[config.mk]
export PLATFORM = sky130hd
export DESIGN_NAME = serial_add_ctrl
export DESIGN_NICKNAME = d
export VERILOG_FILES = /design/src/rtl/serial_add_pkg.sv /design/src/rtl/fa_1bit.sv /design/src/rtl/serial_add_ctrl.sv
export SDC_FILE = /design/constraint.sdc
export NUM_CORES = 1
export LEC_CHECK = 0
export BUFFER_PORTS_ARGS = -buffer_cell sky130_fd_sc_hd__buf_2
export CAP_MARGIN = 10
export CORE_AREA = 2 2 77 57
export DETAILED_ROUTE_END_ITERATION = 6
export DIE_AREA = 0 0 79 59
export PLACE_DENSITY = 0.71
export SYNTH_ARGS = -nofsm -noshare
export SYNTH_HDL_FRONTEND = slang
export SYNTH_SLANG_ARGS = --single-unit
[constraint.sdc]
create_clock -name clk -period 4.3 [get_ports clk]
set_input_delay 0.86 -clock clk [delete_from_list [all_inputs] [get_ports clk]]
set_output_delay 0.86 -clock clk [all_outputs]
set_load 0.01 [all_outputs]
[src/rtl/serial_add_pkg.sv]
// Shared definitions for the bit-serial adder controller: FSM state
// encodings and the default operand width.
package serial_add_pkg;

   localparam int WIDTH_DEFAULT = 8;

   typedef enum logic [1:0] {
      ST_IDLE = 2'd0,
      ST_RUN  = 2'd1,
      ST_DONE = 2'd2
   } state_t;

endpackage

[src/rtl/fa_1bit.sv]
// Combinational 1-bit full adder; the single arithmetic cell that the
// serial controller reuses once per bit position.
module fa_1bit (
   output logic s,
   output logic co,
   input  logic a,
   input  logic b,
   input  logic ci
);

   assign s  = a ^ b ^ ci;
   assign co = (a & b) | (ci & (a ^ b));

endmodule

[src/rtl/serial_add_ctrl.sv]
// Bit-serial N-bit adder controller. Operands are latched on start and
// fed LSB first through one shared full adder, one bit per cycle, with
// the carry kept in a register. After WIDTH cycles the collected sum and
// carry-out are published together with a one-cycle done pulse.
module serial_add_ctrl
   import serial_add_pkg::*;
#(
   parameter int WIDTH = WIDTH_DEFAULT
) (
   input  logic             clk,
   input  logic             rst,
   input  logic             start,
   input  logic [WIDTH-1:0] a,
   input  logic [WIDTH-1:0] b,
   input  logic             ci,
   output logic             busy,
   output logic             done,
   output logic [WIDTH-1:0] sum,
   output logic             co
);

   localparam int CW = (WIDTH > 1) ? $clog2(WIDTH) : 1;
   localparam logic [CW-1:0] CNT_LAST = CW'(WIDTH - 1);

   state_t           state;
   logic [WIDTH-1:0] a_sh;
   logic [WIDTH-1:0] b_sh;
   // Upper WIDTH-1 sum bits gathered so far; the newest bit enters at the top.
   logic [WIDTH-2:0] acc;
   logic             c_reg;
   logic [CW-1:0]    cnt;

   logic             fa_s;
   logic             fa_co;
   logic [WIDTH-1:0] acc_next;

   fa_1bit u_fa (
      .s  (fa_s),
      .co (fa_co),
      .a  (a_sh[0]),
      .b  (b_sh[0]),
      .ci (c_reg)
   );

   // After this cycle's shift the full WIDTH bits are {new bit, previous bits};
   // on the last cycle this is exactly the finished sum.
   assign acc_next = {fa_s, acc};

   // Sequencer: accept an add in IDLE, shift one bit pair per RUN cycle,
   // publish the result on the last RUN edge, then spend one cycle in DONE.
   always_ff @(posedge clk) begin
      if (rst) begin
         state <= ST_IDLE;
         a_sh  <= '0;
         b_sh  <= '0;
         acc   <= '0;
         c_reg <= 1'b0;
         cnt   <= '0;
         sum   <= '0;
         co    <= 1'b0;
         busy  <= 1'b0;
         done  <= 1'b0;
      end else begin
         done <= 1'b0;
         case (state)
            ST_IDLE: begin
               if (start) begin
                  a_sh  <= a;
                  b_sh  <= b;
                  c_reg <= ci;
                  acc   <= '0;
                  cnt   <= '0;
                  sum   <= '0;
                  co    <= 1'b0;
                  busy  <= 1'b1;
                  state <= ST_RUN;
               end
            end
            ST_RUN: begin
               a_sh  <= a_sh >> 1;
               b_sh  <= b_sh >> 1;
               c_reg <= fa_co;
               acc   <= acc_next[WIDTH-1:1];
               if (cnt == CNT_LAST) begin
                  cnt   <= '0;
                  sum   <= acc_next;
                  co    <= fa_co;
                  done  <= 1'b1;
                  state <= ST_DONE;
               end else begin
                  cnt <= cnt + CW'(1);
               end
            end
            ST_DONE: begin
               busy  <= 1'b0;
               state <= ST_IDLE;
            end
            default: begin
               busy  <= 1'b0;
               state <= ST_IDLE;
            end
         endcase
      end
   end

endmodule

# Yosys cells after proc, flatten, opt, wreduce, memory -nomap -nowiden
# Index checks and enable logic that the tools add are counted.
# totals
inputBits	20
reg_bits	40
ram_bits	0
rom_bits	0
latch_bits	0
out_inout_bits	11
mem_count	0
# op_classes
n_div	0
shift	0
n_bitwise	6
mul	0
reduce_logical	7
n_mux	23
n_eq_ne	4
addsub	1
order_cmp	0
# ops
cell	n
$pmux 8 s2	3
$mux 8	4
$pmux 7 s2	1
$mux 7	1
$mux 3	2
$pmux 1 s2	3
$pmux 3 s2	1
$reduce_and 2->1	3
$mux 1	5
$mux 2	2
$ne 2x2->1 const B	2
$pmux 2 s2	1
$add 3x1->3 const B	1
$eq 3x3->1 const B	1
$reduce_and 3->1	1
$and 1x1->1	2
$eq 2x1->1 const B	1
$logic_not 2->1	1
$reduce_bool 2->1	1
$reduce_or 2->1	1
$xor 1x1->1	2
$not 1->1	1
$or 1x1->1	1

# Logic depth before layout (Yosys ltp)
# Gate-level depths: netlist of the first run.
# logic_depth
ltp_word	5
mapped_depth	5
mapped_depth_nobuf	5

# By module
# Synthesis of the first run repeated with hierarchy kept, for this count alone.
# unflattened
cells_unflattened	150
hier_area_um2	1585.3
# by_module_without_submodules
mod	area_each_um2	seq_area_each_um2	cells_each	instances
serial_add_ctrl	1565.3	800.8	149	1
fa_1bit	20.0	0.0	1	1

# Worst setup path before layout of the first run
# Ideal clock, no wire load.
# synth_timing
path_type	input -> register
from	in rst
to	reg busy
arrival_ns	1.484
setup_slack_ns	2.686
setup_ns	0.130
stages	3
path_cell_list	clkbuf_1 -> buf_1 -> nor3_1
# synth_rtl
element	line	source
start: declaration	serial_add_ctrl.sv:11	input logic rst,
end signal: assignment	serial_add_ctrl.sv:61	busy <= 1'b0;
end signal: assignment	serial_add_ctrl.sv:75	busy <= 1'b1;
end signal: assignment	serial_add_ctrl.sv:95	busy <= 1'b0;
end: declaration	serial_add_ctrl.sv:16	output logic busy,
# No word-level cell between the ends.

# Worst setup path in the final report of the first run
# layout_timing
from	reg state[0]
to	reg co
# layout_between
elab_chain_cells	3
elab_cells_between_ends	7
# layout_lines
element	line	source
start: declaration	serial_add_ctrl.sv:25	state_t state;
start signal: assignment	serial_add_ctrl.sv:53	state <= ST_IDLE;
start signal: assignment	serial_add_ctrl.sv:76	state <= ST_RUN;
start signal: assignment	serial_add_ctrl.sv:89	state <= ST_DONE;
$eq 2x1->1 or $logic_not 2->1 (tied branches)	serial_add_ctrl.sv:65	case (state)
$ne 2x2->1 (no source line) or $reduce_bool 2->1 (tied branches)	--	
$reduce_and 3->1 (no source line)	--	
end signal: assignment	serial_add_ctrl.sv:87	co <= fa_co;
end: declaration	serial_add_ctrl.sv:19	output logic co
# Several ways; a longest one is shown, not always the timed one.
# A chain may end at the register's enable or synchronous reset.

==> summary.md, run 1 <==
| Metric | Value |
|---|---|
| Routed wire length | 2.59 mm |
| Yosys warns | 0 |
| Total power density per cell area | 420 nW/um^2 |
| Std-Cell Rows | 19 |
| Syn_nets | 176 |
| Worst-case clock buffer depth | 2 |
| Post-CTS Resized | 0 |
| Multi-input logic area | 699 um^2 |
| Cell chosen for the clock root | sky130_fd_sc_hd__clkbuf_8 |
| # diodes | 0 |
| Highest clock rate | 463 MHz |
| Clock transition at the register clock pins on the worst setup and hold paths after CTS | 0.08 ns |
| Worst setup skew after layout | 0.0107 ns |
| Number of top-level design ports | 31 |
| Fraction of the yosys area taken by sequential cells | 50.2% |
| Die boundary height | 59 um |
| Crit path capture type | register |
| Detail Placement HPWL | 1.77 mm |
| Initial antenna violation count | 0 |
| H-tree level count | 2 |
| Area of the core | 3850 um^2 |
| Registers with the most flip-flops | a_sh (8), b_sh (8), sum (8) |
| Count of cell types in the netlist | 24 |
| Leak | 0.787 nW |
| Width of the chip | 79 um |
| Endpoints failing setup | 0 |
| Latest clock arrival within the worst-skew pair | 0.29 ns |
| Number of global-route vias before repair | 1113 |
| Die Footprint | 4660 um^2 |
| Vias per cell | 4.86 |
| Placed cell count | 224 |
| Starting utilization of the core area | 41.4% |
| Setup Total Neg Slack | 0 ns |
| Post-Synthesis Mean Instance Area | 10.4 um^2 |
| Largest net degree at the start of global routing | 33 |
| Filler-free cell count of the finished design | 232 |
| Filler cells | 375 |
| Number of buffers added by the clock tree synthesis step | 5 |
| Post-route ant nets | 0 |
| First-pass iteration count of the detailed router | 4 |
| Initial DRC count | 41 |
| Met1 global-route usage | 16.6% |
| Number of design rule violations left after detail routing | 0 |
| RSZ-0062 raised after global routing | no |
| Gpl congestion | 0.712 |
| Type of the worst min-delay path | reg2reg |
| Mean routed wirelength per cell | 11.2 um |
| Combined area of all synthesized cells | 1590 um^2 |
| Kind of critical path | reg2reg |
| Total number of clock tree sinks | 40 |
| Critical path startpoint category | register |
| Final hold slack | 0.461 ns |
| Gate count after technology mapping | 153 |
| CTS tree | built |
| Most Used Layer, Global Route | met2 |
| Transition at the pin with the smallest max-transition slack | 1.05 ns |
| Largest driver fanout on the critical path | 22 |
| Final Max Tran Viols | 0 |
| I/O Buffers | 30 |
| Number of buffers added for setup after CTS | 0 |
| Status | finished, final reports clean |
| MaxCap Viol Count | 0 |
| Final worst path period share | 50.2% |
| Time the worst path needs with I/O delays and setup | 2.16 ns |
| Final layout net count | 202 |
| Share of layout cells above drive strength 1 | 23.9% |
| Commonest cells after routing, fill and taps aside | sky130_fd_sc_hd__dfxtp_1 (40), sky130_fd_sc_hd__buf_2 (30), sky130_fd_sc_hd__nor2_1 (29) |
| Leading cell type in the layout, fill and taps excluded | sky130_fd_sc_hd__dfxtp_1 |
| Critical path data arrival time | 2.39 ns |
| Overall overflow remaining after global route | 0 |
| M2 GR Usage | 19.9% |
| Required @ worst endpoint | 4.53 ns |
| Sequential cell area | 801 um^2 |
| Area Overhead vs Synth | 16.6% |
| Synth Register Bits | 40 |
| Worst rel slew slack | 30.1% |
| Aggregate global-route resource usage | 12.9% |
| First-pass GRT wire length | 4.65 mm |
| Global Route met3 Usage | 3.20% |
| Count of hold buffers inserted by post-cts repair | 0 |
| Maximum ir drop on the vdd rail | 0.190 mV |
| Final hold viol count | 0 |
| Via Count | 1128 |
[final timing paths]
kind	cells past startpoint	endpoint	slack [ns]	start
hold reg to reg	1	sum[0]	0.46	acc[0]
hold / removal	1	sum[0]	0.46	acc[0]
setup / recovery	3	co	2.14	state[0]
setup reg to reg	3	co	2.14	state[0]
[Yosys cell counts (all sizes together)]
master / count / area share (%)
dfxtp: 40 / 50
nor2: 29 / 6.8
a211oi: 15 / 7.1
mux2i: 15 / 9.4
a22oi: 12 / 5.7
a22o: 9 / 4.9
buf: 9 / 3.8
inv: 7 / 1.6
nor3b: 3 / 2.1
a21oi: 2 / 1.3
clkbuf: 2 / 0.47
ha: 2 / 1.6
nor2b: 2 / 1.3
nor3: 2 / 0.63
fa: 1 / 1.3
mux2: 1 / 0.71
o21ba: 1 / 0.63
o21bai: 1 / 0.47
[cell families after synthesis]
kind of cell    after synthesis  share of synthesized area (%)
compound gates               40                           20.1
fa+ha+maj                     3                           2.83
buf+inv                      18                           5.89
flops                        40                           50.2
mux                          16                           10.1
simple gates                 36                           10.8
[per-layer routing]
metal / vias to the layer above / routed length (um)
met5: - / 0
met4: 0 / 51
met3: 5 / 81
met2: 14 / 1130
met1: 510 / 1320
li1: 599 / -
[where the power goes]
group          switching (mW)  internal (mW)  total [mW]  leakage [nW]
Clock                   0.129          0.175       0.303        0.0583
Combinational          0.0386         0.0356      0.0743         0.401
Sequential             0.0154          0.388       0.404         0.327
Total                   0.183          0.599       0.781         0.787
[metrics by stage]
step	utilization, %	area (um^2)	total power [mW]	setup slack, ns
3_5_place_dp	45.2	1740	0.487	2.14
4_1_cts	48.2	1860	0.789	2.12
3_3_place_gp	45.2	1740	0.486	2.15
5_1_grt	48.2	1860	0.820	1.95
2_1_floorplan	-	1590	0.472	2.69
6_report	48.2	1860	0.781	2.14
[worst max-delay path, stage by stage, from the launching register on]
cell	delay, ns
sky130_fd_sc_hd__dfxtp_1	1.02
sky130_fd_sc_hd__nor2b_4	0.45
sky130_fd_sc_hd__nor3b_4	0.46
sky130_fd_sc_hd__a22o_1	0.18
[layout make-up]
type / count / share of cell area [%]
sequential: 40 / 43.1
multi-input combinational: 95 / 37.6
timing repair buffer: 30 / 8.08
clock buffer: 5 / 3.70
tap: 52 / 3.50
clock inverter: 3 / 2.56
inverter: 7 / 1.41
Note: power is estimated with default switching activity, not from simulation.
==> run 2, diff against run 1 <==
--- a/config.mk
+++ b/config.mk
@@ -5,12 +5,13 @@
 export SDC_FILE = /design/constraint.sdc
 export NUM_CORES = 1
 export LEC_CHECK = 0
+export ABC_AREA = 1
 export BUFFER_PORTS_ARGS = -buffer_cell sky130_fd_sc_hd__buf_2
 export CAP_MARGIN = 10
-export CORE_AREA = 2 2 77 57
+export CORE_AREA = 2 2 85 62
 export DETAILED_ROUTE_END_ITERATION = 6
-export DIE_AREA = 0 0 79 59
-export PLACE_DENSITY = 0.71
+export DIE_AREA = 0 0 87 64
+export PLACE_DENSITY = 0.72
 export SYNTH_ARGS = -nofsm -noshare
 export SYNTH_HDL_FRONTEND = slang
 export SYNTH_SLANG_ARGS = --single-unit
==> constraint.sdc (replaced) <==
create_clock -name clk -period 1.9 [get_ports clk]
set_input_delay 0.38 -clock clk [delete_from_list [all_inputs] [get_ports clk]]
set_output_delay 0.38 -clock clk [all_outputs]
set_load 0.01 [all_outputs]
==> summary.md, run 2 <==
| Metric | Value |
|---|---|
| Status | finished, final reports clean |
| Required @ worst endpoint | 2.09 ns (-2.44 ns) |
| Post-Synth XOR/XNOR Area | 0% (unchanged) |
| Via Count | 1709 (+52%) |
| Gate count after technology mapping | 285 (+86%) |
| Latest clock arrival within the worst-skew pair | 0.29 ns (about the same) |
| Share of layout cells above drive strength 1 | 18.8% (-5.1 points) |
| Std-Cell Rows | 21 (+2) |
| Largest driver fanout on the critical path | 19 (-14%) |
| Overall overflow remaining after global route | 0 (unchanged) |
| Fraction of the mapped netlist area in adder cells | 2.32% (-0.51 points) |
| Leak | 1.07 nW (+36%) |
| Number of design rule violations left after detail routing | 0 (unchanged) |
| Count of hold buffers inserted by post-cts repair | 0 (unchanged) |
| Time the worst path needs with I/O delays and setup | 1.45 ns (-0.705 ns) |
| Post-Synthesis Mean Instance Area | 6.81 um^2 (-35%) |
| Final hold slack | 0.377 ns (-0.0835 ns) |
| Final Max Tran Viols | 0 (unchanged) |
| Starting utilization of the core area | 41.3% (-0.10 points) |
| First-pass GRT wire length | 6.68 mm (+44%) |
| Filler cells | 473 (+26%) |
| Type of the worst min-delay path | in2reg |
| Width of the chip | 87 um (+10%) |
| Fraction of the yosys area taken by sequential cells | 41.2% (-9.0 points) |
| Area of the core | 4700 um^2 (+22%) |
| Multi-input logic area | 885 um^2 (+26%) |
| CTS tree | built |
| Largest net degree at the start of global routing | 27 (-18%) |
| Leading cell type in the layout, fill and taps excluded | sky130_fd_sc_hd__nand2_1 |
| Registers with the most flip-flops | a_sh (8), b_sh (8), sum (8) |
| Detail Placement HPWL | 2.62 mm (+48%) |
| Initial antenna violation count | 0 (unchanged) |
| Final worst path period share | 76.5% (+26 points) |
| Number of flops mapped to enable cells by yosys | 0 (unchanged) |
| Max layer used | met4 |
| Total number of clock tree sinks | 40 (unchanged) |
| Vias per cell | 4.61 (-5.3%) |
| Share of the synthesized area in the top cell type | 41.2% (-9.0 points) |
| Gpl congestion | 0.734 (+3.1%) |
| Worst rel slew slack | 66.2% (+36 points) |
| Post-CTS Resized | 0 (unchanged) |
| PnR Total Power | 1.80 mW (+130%) |
| Sequential cell area | 801 um^2 (unchanged) |
| Routed wire length | 3.84 mm (+48%) |
| Die boundary height | 64 um (+8.5%) |
| Final layout net count | 336 (+66%) |
| Critical path startpoint category | register |
| Number of top-level design ports | 31 (unchanged) |
| Synth Register Bits | 40 (unchanged) |
| First-pass iteration count of the detailed router | 4 (unchanged) |
| Clock transition at the register clock pins on the worst setup and hold paths after CTS | 0.08 ns (about the same) |
| Setup Total Neg Slack | 0 ns (unchanged) |
| Die Footprint | 5570 um^2 (+19%) |
| Met1 wire length | 1.90 mm (+43%) |
| Worst setup skew after layout | 0.00554 ns (-0.00513 ns) |
| Number of global-route vias before repair | 1507 (+35%) |
| Length of routed met3 wiring | 217 um (+170%) |
| Most numerous cell in the Yosys netlist | sky130_fd_sc_hd__nand2_1 |
| Mean routed wirelength per cell | 10.4 um (-7.2%) |
| Maximum ir drop on the vdd rail | 0.375 mV (+98%) |
| Commonest cells after routing, fill and taps aside | sky130_fd_sc_hd__nand2_1 (72), sky130_fd_sc_hd__nor2_1 (59), sky130_fd_sc_hd__dfxtp_1 (40) |
| Highest clock rate | 688 MHz (+49%) |
| Largest family of logic cells by synthesized area | simple AND/OR/NAND/NOR gates |
| Number of buffers added for setup after CTS | 0 (unchanged) |
| Multiplexer share of the synthesized area | 0% (-10 points) |
| Count of cell types in the netlist | 20 (-17%) |
| Crit path capture type | register |
| I/O Buffers | 30 (unchanged) |
| RSZ-0062 raised after global routing | no |
| Synth Flop Type | sky130_fd_sc_hd__dfxtp_1 |
| Yosys warns | 0 (unchanged) |
| Combined area of all synthesized cells | 1940 um^2 (+22%) |
| Area Overhead vs Synth | 12.5% |
| Post-synthesis compound-gate area fraction | 7.73% (-12 points) |
| # diodes | 0 (unchanged) |
| MaxCap Viol Count | 0 (unchanged) |
| Aggregate global-route resource usage | 15.2% (+2.4 points) |
| Endpoints failing setup | 0 (unchanged) |
| Area leader, netlist | sky130_fd_sc_hd__dfxtp_1 |
| Transition at the pin with the smallest max-transition slack | 0.506 ns (-0.541 ns) |
| Final hold viol count | 0 (unchanged) |
| Critical path data arrival time | 1.65 ns (-0.74 ns) |
| Worst-case clock buffer depth | 2 (unchanged) |
| Kind of critical path | reg2reg |
| Total power density per cell area | 822 nW/um^2 (+96%) |
| Leading post-synthesis cells by instance count | sky130_fd_sc_hd__nand2_1 (72), sky130_fd_sc_hd__nor2_1 (59), sky130_fd_sc_hd__dfxtp_1 (40), sky130_fd_sc_hd__inv_1 (34), sky130_fd_sc_hd__nand3_1 (26) |
| Fraction of registers with async set/reset | 0% (unchanged) |
| Number of buffers added by the clock tree synthesis step | 5 (unchanged) |
| Worst slack at placement | 0.462 ns (-1.68 ns) |
| Syn_nets | 308 (+75%) |
| Post-route ant nets | 0 (unchanged) |
| H-tree level count | 2 (unchanged) |
| Top post-synthesis cells by area | sky130_fd_sc_hd__dfxtp_1 (41%), sky130_fd_sc_hd__nand2_1 (14%), sky130_fd_sc_hd__nor2_1 (11%), sky130_fd_sc_hd__nand3_1 (6.7%), sky130_fd_sc_hd__inv_1 (6.6%) |
| Metal2 WL | 1.66 mm (+47%) |
| Simple-gate share of the synthesized area | 35.5% (+25 points) |
| Setup slack of the critical path after layout | 0.447 ns (-1.69 ns) |
| Cell chosen for the clock root | sky130_fd_sc_hd__clkbuf_8 |
| Initial DRC count | 95 (+130%) |
run 2: changes by cell type after synthesis, moves of 5 or more:
cell / before / now
sky130_fd_sc_hd__a21oi_2: 0 / 5
sky130_fd_sc_hd__buf_6: 2 / 7
sky130_fd_sc_hd__a22oi_1: 12 / 0
sky130_fd_sc_hd__nand3_1: 0 / 26
sky130_fd_sc_hd__a211oi_1: 15 / 0
sky130_fd_sc_hd__a22o_1: 9 / 0
sky130_fd_sc_hd__nand2_2: 0 / 6
sky130_fd_sc_hd__nor2_1: 29 / 59
sky130_fd_sc_hd__mux2i_1: 15 / 0
sky130_fd_sc_hd__inv_1: 7 / 34
sky130_fd_sc_hd__a21oi_1: 1 / 18
sky130_fd_sc_hd__nand2_1: 0 / 72
run 2: path summary, 6_finish.rpt:
check	startpoint	to	slack [ns]	cells past startpoint
worst max-delay path	state[0]	sum[7]	0.45	5
worst min-delay path	b[4]	b_sh[4]	0.38	5
worst max register to register	state[0]	sum[7]	0.45	5
worst min register to register	b_sh[7]	b_sh[7]	0.47	2
run 2: per-layer routing:
metal  track usage, %  vias up
met4             6.45        0
met3             3.88        8
met5                0        -
met1             21.2      738
li1                 -      924
met2             22.3       39
run 2: cell type report:
class	instances	area share, %
multi-input combinational	194	40.5
sequential	40	36.7
timing repair buffer	37	9.28
inverter	35	6.01
clock buffer	7	3.95
tap	57	3.26
clock inverter	1	0.344
run 2: where the power goes:
part	internal [mW]	total, mW	switching (mW)
clock	0.295	0.585	0.290
combinational	0.114	0.287	0.173
sequential	0.892	0.924	0.0320
run 2: kinds of logic (layout without fill, tap and decap cells):
kind of cell    after synthesis  in the layout
compound gates               24             24
flops                        40             40
fa+ha+maj                     3              3
simple gates                167            167
buf+inv                      51             80
run 2: critical path, stage by stage, from the launching register on:
cell	delay (ns)
sky130_fd_sc_hd__dfxtp_1	0.64
sky130_fd_sc_hd__nor2_1	0.16
sky130_fd_sc_hd__nand2_2	0.30
sky130_fd_sc_hd__nand3_1	0.12
sky130_fd_sc_hd__nand2_1	0.08
sky130_fd_sc_hd__nor2_1	0.04
run 2: per-stage QoR:
| stage | util (%) | area, um^2 | cells |
|---|---|---|---|
| finish | 46.4 | 2180 | 371 |
| global route | 46.4 | 2180 | 371 |
| CTS | 46.4 | 2180 | 371 |
| detailed placement | 44.5 | 2090 | 363 |
| global placement | 44.5 | 2090 | 363 |
| floorplan | - | 1940 | 285 |
